`config.mk`:
```
export PLATFORM = sky130hd
export DESIGN_NAME = rom_stream_receiver
export DESIGN_NICKNAME = d
export VERILOG_FILES = /design/src/rtl/rom_rx_pkg.sv /design/src/rtl/rom_stream_receiver_fifo.sv /design/src/rtl/rom_stream_receiver.sv
export SDC_FILE = /design/constraint.sdc
export NUM_CORES = 1
export LEC_CHECK = 0
export CAP_MARGIN = 5
export CORE_ASPECT_RATIO = 0.75
export CORE_MARGIN = 2
export CORE_UTILIZATION = 30
export DETAILED_ROUTE_END_ITERATION = 10
export PLACE_DENSITY = 0.43
export SYNTH_ARGS = -nofsm -noshare
export SYNTH_HDL_FRONTEND = slang
export SYNTH_SLANG_ARGS = --single-unit
```
`constraint.sdc`:
```
create_clock -name clk -period 3.2 [get_ports clk]
set_clock_uncertainty 0.1 [all_clocks]
set_input_delay 0.64 -clock clk [delete_from_list [all_inputs] [get_ports clk]]
set_output_delay 0.64 -clock clk [all_outputs]
set_load 0.01 [all_outputs]
```
`src/rtl/rom_rx_pkg.sv`:
```
// Shared definitions for the ROM download receiver and the game loader:
// parser states, default frame marker and filetype bit positions.
package rom_rx_pkg;

  localparam logic [2:0] S_SYNC    = 3'd0;
  localparam logic [2:0] S_TYPE    = 3'd1;
  localparam logic [2:0] S_LEN0    = 3'd2;
  localparam logic [2:0] S_LEN1    = 3'd3;
  localparam logic [2:0] S_LEN2    = 3'd4;
  localparam logic [2:0] S_PAYLOAD = 3'd5;
  localparam logic [2:0] S_CSUM    = 3'd6;
  localparam logic [2:0] S_DRAIN   = 3'd7;

  localparam logic [7:0] SYNC_BYTE_DEFAULT = 8'hA5;

  localparam int FT_BIOS = 0;
  localparam int FT_NES  = 1;
  localparam int FT_FDS  = 2;
  localparam int FT_NSF  = 3;

endpackage

```
`src/rtl/rom_stream_receiver_fifo.sv`:
```
// Small byte FIFO with registered read data. Full is judged before the pop,
// so a push arriving on a full FIFO is dropped even if a pop happens.
module byte_fifo #(
  parameter int DEPTH = 16
) (
  input  logic       clk,
  input  logic       reset,
  input  logic       push,
  input  logic [7:0] push_data,
  input  logic       pop,
  output logic [7:0] pop_data,
  output logic       full,
  output logic       empty
);

  localparam int AW = $clog2(DEPTH);
  localparam logic [AW:0] COUNT_FULL = (AW + 1)'(DEPTH);

  logic [7:0]    mem [DEPTH];
  logic [AW-1:0] wr_ptr_reg;
  logic [AW-1:0] rd_ptr_reg;
  logic [AW:0]   count_reg;
  logic [7:0]    pop_data_reg;
  logic          push_ok;
  logic          pop_ok;

  assign full     = (count_reg == COUNT_FULL);
  assign empty    = (count_reg == '0);
  assign push_ok  = push && !full;
  assign pop_ok   = pop && !empty;
  assign pop_data = pop_data_reg;

  always_ff @(posedge clk) begin
    if (push_ok) mem[wr_ptr_reg] <= push_data;
  end

  always_ff @(posedge clk) begin
    if (reset) begin
      wr_ptr_reg   <= '0;
      rd_ptr_reg   <= '0;
      count_reg    <= '0;
      pop_data_reg <= '0;
    end else begin
      if (push_ok) wr_ptr_reg <= wr_ptr_reg + 1'b1;
      if (pop_ok) begin
        rd_ptr_reg   <= rd_ptr_reg + 1'b1;
        pop_data_reg <= mem[rd_ptr_reg];
      end
      case ({push_ok, pop_ok})
        2'b10:   count_reg <= count_reg + 1'b1;
        2'b01:   count_reg <= count_reg - 1'b1;
        default: count_reg <= count_reg;
      endcase
    end
  end

endmodule

```
`src/rtl/rom_stream_receiver.sv`:
```
// Parses framed ROM downloads from an unpaced byte source and replays the
// payload to the loader as paced indata_clk strobes inside a downloading window.
module rom_stream_receiver
  import rom_rx_pkg::*;
#(
  parameter int         MIN_GAP    = 8,
  parameter int         FIFO_DEPTH = 16,
  parameter int         TIMEOUT    = 2_000_000,
  parameter logic [7:0] SYNC_BYTE  = SYNC_BYTE_DEFAULT
) (
  input  logic        clk,
  input  logic        reset,
  input  logic [7:0]  rx_data,
  input  logic        rx_valid,
  output logic        loader_reset,
  output logic        downloading,
  output logic [7:0]  filetype,
  output logic        is_bios,
  output logic [7:0]  indata,
  output logic        indata_clk,
  output logic        frame_error,
  output logic        overflow,
  output logic [23:0] bytes_left
);

  localparam int GW = $clog2(MIN_GAP + 1);
  localparam int IW = $clog2(TIMEOUT + 1);
  localparam logic [GW-1:0] GAP_MAX  = GW'(MIN_GAP);
  localparam logic [GW-1:0] GAP_ONE  = GW'(1);
  localparam logic [IW-1:0] IDLE_MAX = IW'(TIMEOUT);

  logic [2:0]    state_reg;
  logic [23:0]   bytes_left_reg;
  logic [7:0]    sum_reg;
  logic [7:0]    filetype_reg;
  logic          loader_reset_reg;
  logic          downloading_reg;
  logic          frame_error_reg;
  logic          overflow_reg;
  logic          indata_clk_reg;
  logic [GW-1:0] gap_reg;
  logic [IW-1:0] idle_reg;

  logic          fifo_full;
  logic          fifo_empty;
  logic          fifo_push;
  logic          fifo_pop;
  logic          gap_ok;
  logic          timeout_hit;
  logic [23:0]   len_full;

  assign gap_ok      = (gap_reg >= GAP_MAX);
  assign fifo_pop    = !fifo_empty && downloading_reg && gap_ok;
  assign fifo_push   = (state_reg == S_PAYLOAD) && rx_valid;
  assign len_full    = {bytes_left_reg[15:0], rx_data};
  // A byte arriving in the same cycle wins over an expiring idle count.
  assign timeout_hit = !rx_valid && (idle_reg == IDLE_MAX) &&
                       (state_reg != S_SYNC) && (state_reg != S_DRAIN);

  byte_fifo #(.DEPTH(FIFO_DEPTH)) u_fifo (
    .clk       (clk),
    .reset     (reset),
    .push      (fifo_push),
    .push_data (rx_data),
    .pop       (fifo_pop),
    .pop_data  (indata),
    .full      (fifo_full),
    .empty     (fifo_empty)
  );

  always_ff @(posedge clk) begin
    if (reset) begin
      gap_reg        <= GAP_MAX;
      idle_reg       <= '0;
      indata_clk_reg <= 1'b0;
    end else begin
      indata_clk_reg <= fifo_pop;
      if (fifo_pop)             gap_reg <= GAP_ONE;
      else if (!gap_ok)         gap_reg <= gap_reg + 1'b1;
      if (rx_valid)             idle_reg <= '0;
      else if (idle_reg != IDLE_MAX) idle_reg <= idle_reg + 1'b1;
    end
  end

  always_ff @(posedge clk) begin
    if (reset) begin
      state_reg        <= S_SYNC;
      bytes_left_reg   <= '0;
      sum_reg          <= '0;
      filetype_reg     <= '0;
      loader_reset_reg <= 1'b0;
      downloading_reg  <= 1'b0;
      frame_error_reg  <= 1'b0;
      overflow_reg     <= 1'b0;
    end else begin
      loader_reset_reg <= 1'b0;
      if (timeout_hit) begin
        frame_error_reg <= 1'b1;
        state_reg       <= S_DRAIN;
      end else if (rx_valid) begin
        case (state_reg)
          S_SYNC: if (rx_data == SYNC_BYTE) begin
            state_reg       <= S_TYPE;
            frame_error_reg <= 1'b0;
            overflow_reg    <= 1'b0;
            bytes_left_reg  <= '0;
            sum_reg         <= '0;
          end
          S_TYPE: begin
            filetype_reg     <= rx_data;
            loader_reset_reg <= 1'b1;
            state_reg        <= S_LEN0;
          end
          S_LEN0: begin
            bytes_left_reg <= len_full;
            state_reg      <= S_LEN1;
          end
          S_LEN1: begin
            bytes_left_reg <= len_full;
            state_reg      <= S_LEN2;
          end
          S_LEN2: begin
            bytes_left_reg <= len_full;
            if (len_full == '0) begin
              state_reg <= S_CSUM;
            end else begin
              downloading_reg <= 1'b1;
              state_reg       <= S_PAYLOAD;
            end
          end
          S_PAYLOAD: begin
            if (fifo_full) overflow_reg <= 1'b1;
            sum_reg <= sum_reg + rx_data;
            if (bytes_left_reg != '0) bytes_left_reg <= bytes_left_reg - 1'b1;
            if (bytes_left_reg == 24'd1) state_reg <= S_CSUM;
          end
          S_CSUM: begin
            if (rx_data != sum_reg) frame_error_reg <= 1'b1;
            state_reg <= S_DRAIN;
          end
          default: ;
        endcase
      end
      // The gap condition keeps the window open until the last write has had its slot.
      if (state_reg == S_DRAIN && fifo_empty && gap_ok) begin
        downloading_reg <= 1'b0;
        state_reg       <= S_SYNC;
      end
    end
  end

  assign loader_reset = loader_reset_reg;
  assign downloading  = downloading_reg;
  assign filetype     = filetype_reg;
  assign is_bios      = filetype_reg[FT_BIOS];
  assign indata_clk   = indata_clk_reg;
  assign frame_error  = frame_error_reg;
  assign overflow     = overflow_reg;
  assign bytes_left   = bytes_left_reg;

endmodule

```
==> flow_summary_export.csv <==
group,metric,value,unit
logic_synthesis,syn_inst,849,
worst_hold_path,hold_class,"reg2reg",
run_status,status,"finished, final reports clean",
timing,timing.hold.ws,0.355,ns
place,place_area,11600,um^2
clock_tree,cts-root-buf,"clkbuf_16",
logic_synthesis,synth_top_area_frac,0.380,
clock_tree,clock_latency,0.53,ns
logic_synthesis,synthesis.nets,883,
logic_synthesis,ys_seq_area_frac,0.566,
critical_path,startpoint_type,"flop",
die,die_y,163,um
clock_tree,numClockSinks,222,
finish,multiInputGateArea,4090,um^2
critical_path,cp.required,3.50,ns
die,io_pins,57,
route,drtIter0Drc,667,
place,hpwl,19.7,mm
finish,area_delta_synth_final,22.3,%
logic_synthesis,synth_enable_flop_cells,128,
place,port_buffers,56,
route,drtPass1Iterations,7,
timing,setup_tns,0,ns
worst_hold_path,whs_path_depth,2,
timing,setup_violations,0,
die,fp-row-count,58,
critical_path,critPathMaxStageDelay,0.57,ns
flow_run,drv_cap,0,
logic_synthesis,synth_flop_cell,"edfxtp_1",
critical_path,cp_slowest_cell,"or4_4",
clock_tree,clk_pin_slew_worst_paths,0.06,ns
timing,drv_slew,0,
critical_path,end_kind,"flop",
critical_path,crit_arrival,3.29,ns
timing,finalHoldViolCount,0,
route,ant_nets,0,
power,powerDensity,484,nW/um^2
route,routed_wirelength,29.3,mm
power,peakVddDrop,0.388,mV
clock_tree,numCtsBuffers,24,
finish,largest_reg_flops,128,
clock_tree,cts_tree,"yes",
logic_synthesis,synthArstFlopShare,0,
global_route,antenna_found_initial,3,
clock_tree,h-tree-depth,1,
critical_path,r2r_cells,11,
finish,drive_gt1_frac,0.175,
timing,post-route-period-util,0.934,
die,die_x,216,um
route,drc,0,
global_route,grt.overflow.total,0,
global_route,grt_max_degree,40,
global_route,grt_pass1_vias,6967,
route,wl_per_cell,20.7,um
timing,rsz0062_at_grt,"false",
finish,utilization,0.370,
die,core_area,33400,um^2
power,p_leak,0.00411,uW
route,viasPerCell,5.17,
logic_synthesis,yosys-top-cells-count,"128 x edfxtp_1, 94 x dfxtp_1, 73 x nand2_1, 71 x nor2_1, 57 x a21oi_1",
clock_tree,clockBufferDepth,3,
logic_synthesis,synth.area.top_cells,"edfxtp_1 38%, dfxtp_1 19%, mux4_2 8.9%, a21oi_1 2.8%, ha_1 2.7%",
logic_synthesis,syn_area_per_cell,11.9,um^2
timing,fmax,0.335,GHz
finish,ff_latch_area,5730,um^2
route,vias,7329,
die,die_area,35200,um^2
clock_tree,hold_buffers,0,
critical_path,crit_fanout,14,
timing,period_needed,2.99,ns
logic_synthesis,synth_warnings,0,
die,start_util,0.303,
logic_synthesis,yosys.cell_count.top_type,"edfxtp_1",
finish,diodes,0,
finish,nFillCells,3318,
logic_synthesis,synth.largest_area_cell,"edfxtp_1",
critical_path,crit_path_cell_trace,"or4_4 > o21ai_4 > or2_2 > inv_1 > buf_4 > ha_1 > a21oi_2 > o22ai_1 > a222oi_1 > or3_1 > a21oi_1",
critical_path,worstSetupPathType,"reg2reg",
timing,slew_headroom,0.435,
finish,final_nets,983,
timing,worstMarginPinSlew,0.836,ns
place,gp_congestion,0.831,
global_route,grt_pass1_wl,44.6,mm
logic_synthesis,netlist_area,10100,um^2
logic_synthesis,synth-seq-cells,222,
logic_synthesis,synth.distinct_cells,71,
global_route,grt_usage,0.166,
finish,postLayoutCellArea,12400,um^2
cells by family after synthesis:
logic type | after synthesis | synth area share
buffers and inverters | 78 | 0.0317
muxes | 43 | 0.0922
adders and majority gates | 23 | 0.0292
xor gates and xnor gates | 34 | 0.0294
AOI/OAI and AO/OA | 166 | 0.112
and+or+nand+nor | 283 | 0.139
DFF | 222 | 0.566
report_power, final:
group          leakage (uW)  total, uW  internal [uW]  switching [uW]
clock network      0.000384       2820           1660            1160
registers           0.00191       3020           3020            3.39
logic               0.00182        142           42.9            98.9
total               0.00411       5980           4710            1270
critical path, delay by kind of cell (launching register included):
family / cells / cell delay [ns]
AOI/OAI and AO/OA: 5 / 0.93
and+or+nand+nor: 3 / 0.88
DFF: 1 / 0.39
adders and majority gates: 1 / 0.30
buffers and inverters: 2 / 0.25
final timing paths:
kind | startpoint | endpoint | slack, ns
max reg2reg | u_fifo.count_reg[1] | u_fifo.count_reg[4] | 0.21
min reg2reg | u_fifo.pop_data[6] | u_fifo.pop_data[6] | 0.35
min | u_fifo.pop_data[6] | u_fifo.pop_data[6] | 0.35
max | u_fifo.count_reg[1] | u_fifo.count_reg[4] | 0.21
cell type report:
cell class	count	share of cell area
Tap cell	450	0.0455
Inverter	23	0.00698
Sequential cell	222	0.463
Clock inverter	8	0.00769
Timing Repair Buffer	129	0.0903
Multi-Input combinational cell	549	0.330
Clock buffer	36	0.0560
metrics by stage:
stage	power, uW	instances	setup slack, ns
floorplan	3130	849	0.0292
global placement	3230	1373	0.0495
detailed placement	3230	1373	0.0419
CTS	6060	1417	0.184
global route	6170	1417	0.0485
finish	5980	1417	0.211
metal layers:
metal,global-route usage,vias to the layer above,routed length [um]
li1,-,3446,-
met1,0.260,3691,15100
met2,0.241,166,12400
met3,0.0268,26,1280
met4,0.0308,0,447
met5,0,-,0
what timing repair did:
| action | in CTS | in global routing |
|---|---|---|
| resized for setup | 0 | 1 |
| endpoints found under the setup margin | 0 | 1 |
| setup buffers | 0 | 0 |
placed cells by master (no fill, tap or decap), types with 25 or more instances in the layout:
master	n
edfxtp_1	128
dfxtp_1	93
nand2_1	73
buf_4	72
nor2_1	71
a21oi_1	56
clkdlybuf4s50_1	55
mux4_2	40
nor3_1	26
nand3_1	26
clkbuf_16	25
Power figures use the tool's default switching activity.
